File: config.mk
export PLATFORM = sky130hd
export DESIGN_NAME = rr_arbiter
export DESIGN_NICKNAME = d
export VERILOG_FILES = /design/src/rtl/rr_arb_pkg.sv /design/src/rtl/rr_prio_pick.sv /design/src/rtl/rr_arbiter.sv
export SDC_FILE = /design/constraint.sdc
export NUM_CORES = 1
export LEC_CHECK = 0
export ABC_CLOCK_PERIOD_IN_PS = 1700
export BUFFER_PORTS_ARGS = -buffer_cell sky130_fd_sc_hd__buf_2
export CAP_MARGIN = 20
export CORE_AREA = 2 2 39 41
export CTS_CLUSTER_SIZE = 28
export DETAILED_ROUTE_END_ITERATION = 16
export DIE_AREA = 0 0 41 43
export PLACE_DENSITY = 0.63
export REMOVE_ABC_BUFFERS = 1
export SLEW_MARGIN = 5
export SYNTH_ARGS = -nofsm -noshare
export SYNTH_HDL_FRONTEND = slang
export SYNTH_SLANG_ARGS = --single-unit
export TNS_END_PERCENT = 30
File: constraint.sdc
create_clock -name clk -period 1.7 [get_ports clk]
set_input_delay 0.17 -clock clk [delete_from_list [all_inputs] [get_ports clk]]
set_output_delay 0.17 -clock clk [all_outputs]
set_load 0.01 [all_outputs]
File: src/rtl/rr_arb_pkg.sv
// Shared definitions for the round-robin arbiter.
//   - arb_state_e   : arbiter FSM states
//   - MaxReq        : widest request vector the helper functions handle
//   - onehot_to_idx : binary index of a one-hot vector
//   - rotl / rotr   : rotate the low n bits of a vector by amt positions
package rr_arb_pkg;

  localparam int unsigned MaxReq = 32;

  typedef enum logic [0:0] {
    StIdle,
    StGrant
  } arb_state_e;

  // Zero input yields 0; for a one-hot input this is the position of the set bit.
  function automatic int unsigned onehot_to_idx(input logic [MaxReq-1:0] oh);
    int unsigned idx;
    idx = 0;
    for (int unsigned i = 0; i < MaxReq; i++) begin
      if (oh[i]) idx = i;
    end
    return idx;
  endfunction

  function automatic logic [MaxReq-1:0] rotl(input logic [MaxReq-1:0] v,
                                             input int unsigned amt,
                                             input int unsigned n);
    logic [MaxReq-1:0] r;
    r = '0;
    for (int unsigned i = 0; i < n; i++) begin
      r[(i + amt) % n] = v[i];
    end
    return r;
  endfunction

  function automatic logic [MaxReq-1:0] rotr(input logic [MaxReq-1:0] v,
                                             input int unsigned amt,
                                             input int unsigned n);
    logic [MaxReq-1:0] r;
    r = '0;
    for (int unsigned i = 0; i < n; i++) begin
      r[i] = v[(i + amt) % n];
    end
    return r;
  endfunction

endpackage

File: src/rtl/rr_prio_pick.sv
// Combinational rotating-priority picker.
// Finds the first set bit of req scanning upward from ptr, wrapping NUM_REQ-1 -> 0.
// Ports:
//   req    in  NUM_REQ  request vector
//   ptr    in  IDX_W    highest-priority position
//   winner out NUM_REQ  one-hot winner (zero when no request)
//   idx    out IDX_W    binary index of winner (0 when no request)
//   any    out 1        at least one request present
// NUM_REQ must not exceed rr_arb_pkg::MaxReq.
module rr_prio_pick
  import rr_arb_pkg::*;
#(
  parameter int unsigned NUM_REQ = 4,
  localparam int unsigned IDX_W = $clog2(NUM_REQ)
) (
  input  logic [NUM_REQ-1:0] req,
  input  logic [IDX_W-1:0]   ptr,
  output logic [NUM_REQ-1:0] winner,
  output logic [IDX_W-1:0]   idx,
  output logic               any
);

  logic [2*NUM_REQ-1:0] dbl;
  logic [2*NUM_REQ-1:0] masked;
  logic                 found;

  // The upper copy of req supplies the wrapped-around candidates once the
  // positions below ptr in the lower copy are masked off.
  always_comb begin
    dbl    = {req, req};
    masked = '0;
    for (int i = 0; i < 2 * NUM_REQ; i++) begin
      masked[i] = dbl[i] & (i >= int'(ptr));
    end
  end

  always_comb begin
    found  = 1'b0;
    winner = '0;
    for (int i = 0; i < 2 * NUM_REQ; i++) begin
      if (masked[i] && !found) begin
        found                = 1'b1;
        winner[i % NUM_REQ]  = 1'b1;
      end
    end
  end

  assign any = found;
  assign idx = IDX_W'(onehot_to_idx(MaxReq'(winner)));

endmodule

File: src/rtl/rr_arbiter.sv
// Round-robin arbiter with a registered one-hot grant and valid/ready handshake.
// A rotating pointer gives the position after the last accepted requester top
// priority; back-to-back grants are issued without a bubble.
// Ports:
//   clk        in  1        clock, rising edge
//   rst        in  1        synchronous active-high reset
//   req        in  NUM_REQ  request vector
//   gnt        out NUM_REQ  registered one-hot grant, zero when gnt_valid=0
//   gnt_idx    out IDX_W    binary index of gnt, zero when gnt_valid=0
//   gnt_valid  out 1        grant presented
//   gnt_ready  in  1        downstream accepts the grant
//   lock       in  1        only with RR_ARB_LOCK_EN: keep the current owner
// Build option: define RR_ARB_LOCK_EN to add the lock port. When lock is high in
// the accept cycle and the owner still requests, it is regranted and the pointer
// does not move.
module rr_arbiter
  import rr_arb_pkg::*;
#(
  parameter int unsigned NUM_REQ = 4,
  localparam int unsigned IDX_W = $clog2(NUM_REQ)
) (
  input  logic               clk,
  input  logic               rst,
  input  logic [NUM_REQ-1:0] req,
  output logic [NUM_REQ-1:0] gnt,
  output logic [IDX_W-1:0]   gnt_idx,
  output logic               gnt_valid,
  input  logic               gnt_ready
`ifdef RR_ARB_LOCK_EN
  ,
  input  logic               lock
`endif
);

  arb_state_e         state_q, state_d;
  logic [NUM_REQ-1:0] gnt_q, gnt_d;
  logic [IDX_W-1:0]   gnt_idx_q, gnt_idx_d;
  logic [IDX_W-1:0]   ptr_q, ptr_d;

  logic               accept;
  logic               lock_hit;
  logic [IDX_W-1:0]   ptr_adv;
  logic [IDX_W-1:0]   pick_ptr;
  logic [NUM_REQ-1:0] pick_gnt;
  logic [IDX_W-1:0]   pick_idx;
  logic               pick_any;

  assign accept  = (state_q == StGrant) && gnt_ready;
  assign ptr_adv = (gnt_idx_q == IDX_W'(NUM_REQ - 1)) ? '0 : gnt_idx_q + IDX_W'(1);

`ifdef RR_ARB_LOCK_EN
  // A locked owner that has dropped its request falls back to normal arbitration.
  assign lock_hit = accept && lock && req[gnt_idx_q];
`else
  assign lock_hit = 1'b0;
`endif

  // In the accept cycle re-arbitration must already see the advanced pointer.
  assign pick_ptr = (state_q == StGrant) ? ptr_adv : ptr_q;

  rr_prio_pick #(
    .NUM_REQ(NUM_REQ)
  ) u_pick (
    .req   (req),
    .ptr   (pick_ptr),
    .winner(pick_gnt),
    .idx   (pick_idx),
    .any   (pick_any)
  );

  always_comb begin
    state_d   = state_q;
    gnt_d     = gnt_q;
    gnt_idx_d = gnt_idx_q;
    ptr_d     = ptr_q;
    unique case (state_q)
      StIdle: begin
        if (pick_any) begin
          gnt_d     = pick_gnt;
          gnt_idx_d = pick_idx;
          state_d   = StGrant;
        end
      end
      StGrant: begin
        // Grant is sticky: only an accept can change it.
        if (accept && !lock_hit) begin
          ptr_d = ptr_adv;
          if (pick_any) begin
            gnt_d     = pick_gnt;
            gnt_idx_d = pick_idx;
          end else begin
            gnt_d     = '0;
            gnt_idx_d = '0;
            state_d   = StIdle;
          end
        end
      end
      default: begin
        gnt_d     = '0;
        gnt_idx_d = '0;
        state_d   = StIdle;
      end
    endcase
  end

  always_ff @(posedge clk) begin
    if (rst) begin
      state_q   <= StIdle;
      gnt_q     <= '0;
      gnt_idx_q <= '0;
      ptr_q     <= '0;
    end else begin
      state_q   <= state_d;
      gnt_q     <= gnt_d;
      gnt_idx_q <= gnt_idx_d;
      ptr_q     <= ptr_d;
    end
  end

  assign gnt       = gnt_q;
  assign gnt_idx   = gnt_idx_q;
  assign gnt_valid = (state_q == StGrant);

endmodule

# ---- Word-level counts from Yosys, hierarchy flattened
# Index checks and enable logic that the tools add are counted.
dict set report totals {
  ff_bits 9
  inputBits 7
  out_inout_bits 7
  wordCells 63
}
dict set report op_classes {
  n_addsub 1
  magnitude_cmp 3
  n_eq_ne 3
  muxes 31
  n_bitwise 4
  reduce_logical 17
}
# cell n
set ops {}
lappend ops {{two-way mux 1 bit} 18}
lappend ops {{two-way mux 2 bit} 7}
lappend ops {{two-way mux 4 bit} 3}
lappend ops {{logical AND 1 bit} 8}
lappend ops {{one-hot mux 4 bit (2 select lines)} 1}
lappend ops {{logical NOT 1 bit} 7}
lappend ops {{greater-or-equal comparator 1 x 2 -> 1 bit (first input constant)} 2}
lappend ops {{one-hot mux 2 bit (2 select lines)} 1}
lappend ops {{AND reduction 2 bit} 2}
lappend ops {{AND 1 bit} 3}
lappend ops {{adder 2 x 1 -> 2 bit (second input constant)} 1}
lappend ops {{equality test 2 bit (second input constant)} 1}
lappend ops {{greater-or-equal comparator 2 bit (first input constant)} 1}
lappend ops {{inequality test 2 x 1 -> 1 bit (second input constant)} 1}
lappend ops {{inequality test 2 bit (second input constant)} 1}
lappend ops {{one-hot mux 1 bit (2 select lines)} 1}
lappend ops {{inverter 1 bit} 1}

# ---- Logic depth before layout (Yosys ltp)
dict set report logic_depth {
  word_depth 31
  depth_mapped 6
  mapped_depth_nobuf 6
}

# ---- Hierarchy
# Synthesis repeated with hierarchy kept, for this count alone.
dict set report hier_totals {
  hier_cells 76
  area_unflattened_um2 706.9
}
# mod instances cells_each area_each_um2 seq_area_each_um2
set by_module_without_submodules {}
lappend by_module_without_submodules {rr_arbiter 1 44 506.7 180.2}
lappend by_module_without_submodules {rr_prio_pick 1 32 200.2 0.0}

# ---- Worst setup path after synthesis
# No wires, ideal clock.
dict set report synth_timing {
  path_kind {reg-to-reg}
  from {register gnt_idx_q[0] (netlist: gnt_idx[0])}
  to {register gnt_idx_q[1] (netlist: gnt_idx[1])}
  setup_ns 0.074
  arrival_time_ns 1.549
  required_ns 1.626
  slack_ns 0.076
  path_stages_with_launch 6
  n_path_buf 0
  period_less_slack_ns 1.624
  path_cell_list {dfxtp_1 ha_1 mux2_4 a2111oi_4 a211oi_1 a31oi_1}
}
dict set report synth_between {
  elab_chain_len 31
  word_cells_on_any_way 44
  classes_between {add/sub (1); order compare (3); eq/ne (2); mux (20); bitwise (3); reduce/logical (15)}
}
# element line
set synth_lines {}
lappend synth_lines {{start: declaration} rr_arbiter.sv:37} ;# logic [IDX_W-1:0] gnt_idx_q, gnt_idx_d;
lappend synth_lines {{start signal: assignment} rr_arbiter.sv:115} ;# gnt_idx_q <= gnt_idx_d;
lappend synth_lines {{adder 2 x 1 -> 2 bit / equality test 2 bit (equally long branches)} rr_arbiter.sv:49} ;# assign ptr_adv = (gnt_idx_q == IDX_W'(NUM_REQ - 1)) ? '0 : gnt_idx_q + IDX_W'(1);
lappend synth_lines {{two-way mux 2 bit (*)} rr_arbiter.sv:49}
lappend synth_lines {{named net ptr_adv[1]} rr_arbiter.sv:42} ;# logic [IDX_W-1:0] ptr_adv;
lappend synth_lines {{two-way mux 2 bit (*)} rr_arbiter.sv:59} ;# assign pick_ptr = (state_q == StGrant) ? ptr_adv : ptr_q;
lappend synth_lines {{greater-or-equal comparator 1 x 2 -> 1 bit} rr_prio_pick.sv:33} ;# masked[i] = dbl[i] & (i >= int'(ptr));
lappend synth_lines {{AND 1 bit} rr_prio_pick.sv:33}
lappend synth_lines {{two-way mux 1 bit} rr_prio_pick.sv:41} ;# if (masked[i] && !found) begin
lappend synth_lines {{logical NOT 1 bit} rr_prio_pick.sv:41}
lappend synth_lines {{(+16 left out)} -}
lappend synth_lines {{two-way mux 1 bit} rr_prio_pick.sv:41}
lappend synth_lines {{logical NOT 1 bit} rr_prio_pick.sv:41}
lappend synth_lines {{logical AND 1 bit} rr_prio_pick.sv:41}
lappend synth_lines {{two-way mux 1 bit} rr_prio_pick.sv:41}
lappend synth_lines {{two-way mux 2 bit} rr_arb_pkg.sv:20} ;# if (oh[i]) idx = i;
lappend synth_lines {{two-way mux 2 bit} rr_arbiter.sv:88} ;# if (pick_any) begin
lappend synth_lines {{two-way mux 2 bit} rr_arbiter.sv:86} ;# if (accept && !lock_hit) begin
lappend synth_lines {{one-hot mux 2 bit (2 select lines)} rr_arbiter.sv:76} ;# unique case (state_q)
# Mark *: on every way through the listed nets, which the timed path passes. The rest lies on a longest branch. The select of a mux whose other input is x is not followed.
# A chain may end at the register's enable or synchronous reset.

# ---- Worst setup path after layout
# Ends and elaborated chain as after synthesis.

==> out/qor.yml <==
crit_path_start_kind: "flip-flop"
ys.warnings.count: 0
htree_levels: 1
yosysTopAreaCell: "dfxtp_1"
vdd_drop_max_mv: 0.461
cts_setup_buffers: 0
numCtsBuffers: 3
grt_pass1_wl_um: 2200
drc: 0
via_count: 570
viasPerCell: 5.53
nets: 96
place_congestion: 0.810
io_buffers: 13
synthFlopType: "dfxtp_1"
multi_input_area_sq_um: 383
setup_viol: 0
pwr_density_cell_nw_per_um2: 829
drv_slew: 0
rows: 14
synth_top_area_share_pct: 31.7
timing_hold_violations_final: 0
firstDrtPassIters: 4
clk_pin_slew_worst_paths_ns: 0.06
finalCriticalPeriod_ns: 1.61
netlist_instances: 68
io_pins: 14
avgSynthCellArea_sq_um: 8.35
setup.worst_path.class: "flip-flop to flip-flop"
cts_buffer_depth: 2
end_kind: "flip-flop"
grt_start_max_net_pins: 11
n_antenna_cell: 0
async_flop_share_pct: 0
synth_edf_count: 0
fmax_mhz: 622
outcome: "finished clean"
tightest_slew_ns: 0.343
layout-drive-gt1-share_pct: 34.5
drtIter0Drc: 23
reg2reg_depth: 5
cp_data_required_time_ns: 1.88
insertion_delay_ns: 0.25
final_util_pct: 51.7
cts_sinks: 9
antenna_found_initial: 0
yosysSeqAreaShare_pct: 31.7
fillers: 152
hold_depth: 2
start_util_pct: 41.0
holdWs_ns: 0.200
synth_cell_types: 27
netlist_area_sq_um: 568
regArea_sq_um: 180
synth_seq_cells: 9
cts_tree: "built"
skew_ns: 0.00527
grt_pass1_vias: 513
fp.dieArea_sq_um: 1760
postRouteAntennaNets: 0
cts_hold_buf: 0
core_area_sq_um: 1380
grt_usage_pct: 18.4
rsz0062_at_grt: "no"
die_w_um: 41
finalCritPeriodShare_pct: 94.5
critPathMaxFanout: 5
power_leakage_nw: 0.291
syn2layout_area_growth_pct: 26.0
routed_wl_um: 1340
tns_ns: 0
dp_hpwl_um: 1040
synth_area_leaders: "dfxtp_1 32%, nand2_1 7.3%, a21oi_1 6.2%"
cp.arrival_ns: 1.79
cts_root_buf: "clkbuf_4"
cap_violations: 0
worst_hold_path_type: "primary input to flip-flop"
relSlewSlack_pct: 77.0
grt_overflow: 0
wl_per_cell_um: 13.0
die_h_um: 43
-- power by group --
group | internal [W] | switching [W] | total (W)
Clock | 0.0000902 | 0.0000713 | 0.000161
Sequential | 0.000228 | 0.0000195 | 0.000248
Combinational | 0.0000840 | 0.000100 | 0.000184
-- logic make-up after synthesis --
kind of cell    after synthesis  synth area share [%]
compound gates               21                  29.1
simple gates                 28                  22.9
mux                           4                  10.1
buf+inv                       5                  3.96
flops                         9                  31.7
fa+ha+maj                     1                  2.20
-- layout make-up --
type / instances / area share (%)
multi-input cells: 54 / 53.5
inverters: 3 / 1.57
clock buffers: 4 / 3.67
flip-flops and latches: 9 / 25.2
repair buffers: 17 / 13.3
well taps: 16 / 2.80
-- cell usage after synthesis, drive strengths merged, types with 2 or more instances --
| master | count |
|---|---|
| nor3 | 2 |
| buf | 2 |
| a211oi | 3 |
| nand3 | 7 |
| nor4 | 2 |
| dfxtp | 9 |
| inv | 3 |
| a21oi | 7 |
| nor2 | 5 |
| a31oi | 2 |
| nand2 | 11 |
| mux2i | 3 |
| o21ai | 3 |
-- sequential cells by signal, summed over array words and instances (netlist names) --
signal and cells:
gnt_valid 1, ptr_q 2, gnt_idx 2, gnt 4
-- worst paths after layout --
| check | start | to | slack (ns) |
|---|---|---|---|
| worst max register to register | gnt_idx[0]$_SDFFE_PP0P_ | gnt_idx[1]$_SDFFE_PP0P_ | 0.09 |
| worst min-delay path | rst | gnt[1]$_SDFFE_PP0P_ | 0.20 |
| worst max-delay path | gnt_idx[0]$_SDFFE_PP0P_ | gnt_idx[1]$_SDFFE_PP0P_ | 0.09 |
| worst min register to register | gnt[3]$_SDFFE_PP0P_ | gnt[3]$_SDFFE_PP0P_ | 0.46 |
-- per-stage QoR --
step / worst slack [ns] / instance area (sq um) / cells / total power, W
6_report: 0.0935 / 716 / 103 / 0.000594
4_1_cts: 0.0413 / 698 / 103 / 0.000593
2_1_floorplan: 0.0762 / 557 / 66 / 0.000357
3_3_place_gp: 0.0874 / 672 / 99 / 0.000425
3_5_place_dp: 0.0551 / 672 / 99 / 0.000426
5_1_grt: 0.0324 / 716 / 103 / 0.000634
-- routing by layer --
metal	share of wire [%]	vias up	wire, um	global-route usage (%)
li1	-	289	-	-
met1	47	259	627	27.1
met2	46	20	608	25.6
met3	6.7	2	90	1.57
met4	0.67	0	9	10.0
met5	0	-	0	0
-- worst max-delay path, cell delays in order (launching register included) --
cell and delay [ns]:
dfxtp_1 0.42, ha_4 0.25, mux2_4 0.29, a2111oi_4 0.33, a211oi_1 0.10, a31oi_1 0.14
-- layout by cell type, fill, tap and decap left out, types with 2 or more instances in the layout --
| master | n |
|---|---|
| a21oi_1 | 7 |
| o21ai_0 | 3 |
| buf_2 | 13 |
| nand3_1 | 7 |
| buf_4 | 4 |
| clkbuf_4 | 3 |
| mux2i_1 | 2 |
| a211oi_2 | 2 |
| dfxtp_1 | 9 |
| inv_1 | 2 |
| nand2_1 | 11 |
| nor2_1 | 5 |
| a31oi_1 | 2 |
-- timing repair --
action	CTS	global route
endpoints found under the hold margin	0	0
gates resized for setup	0	2
setup endpoints to repair	0	3
Note: power is estimated with default switching activity, not from simulation.
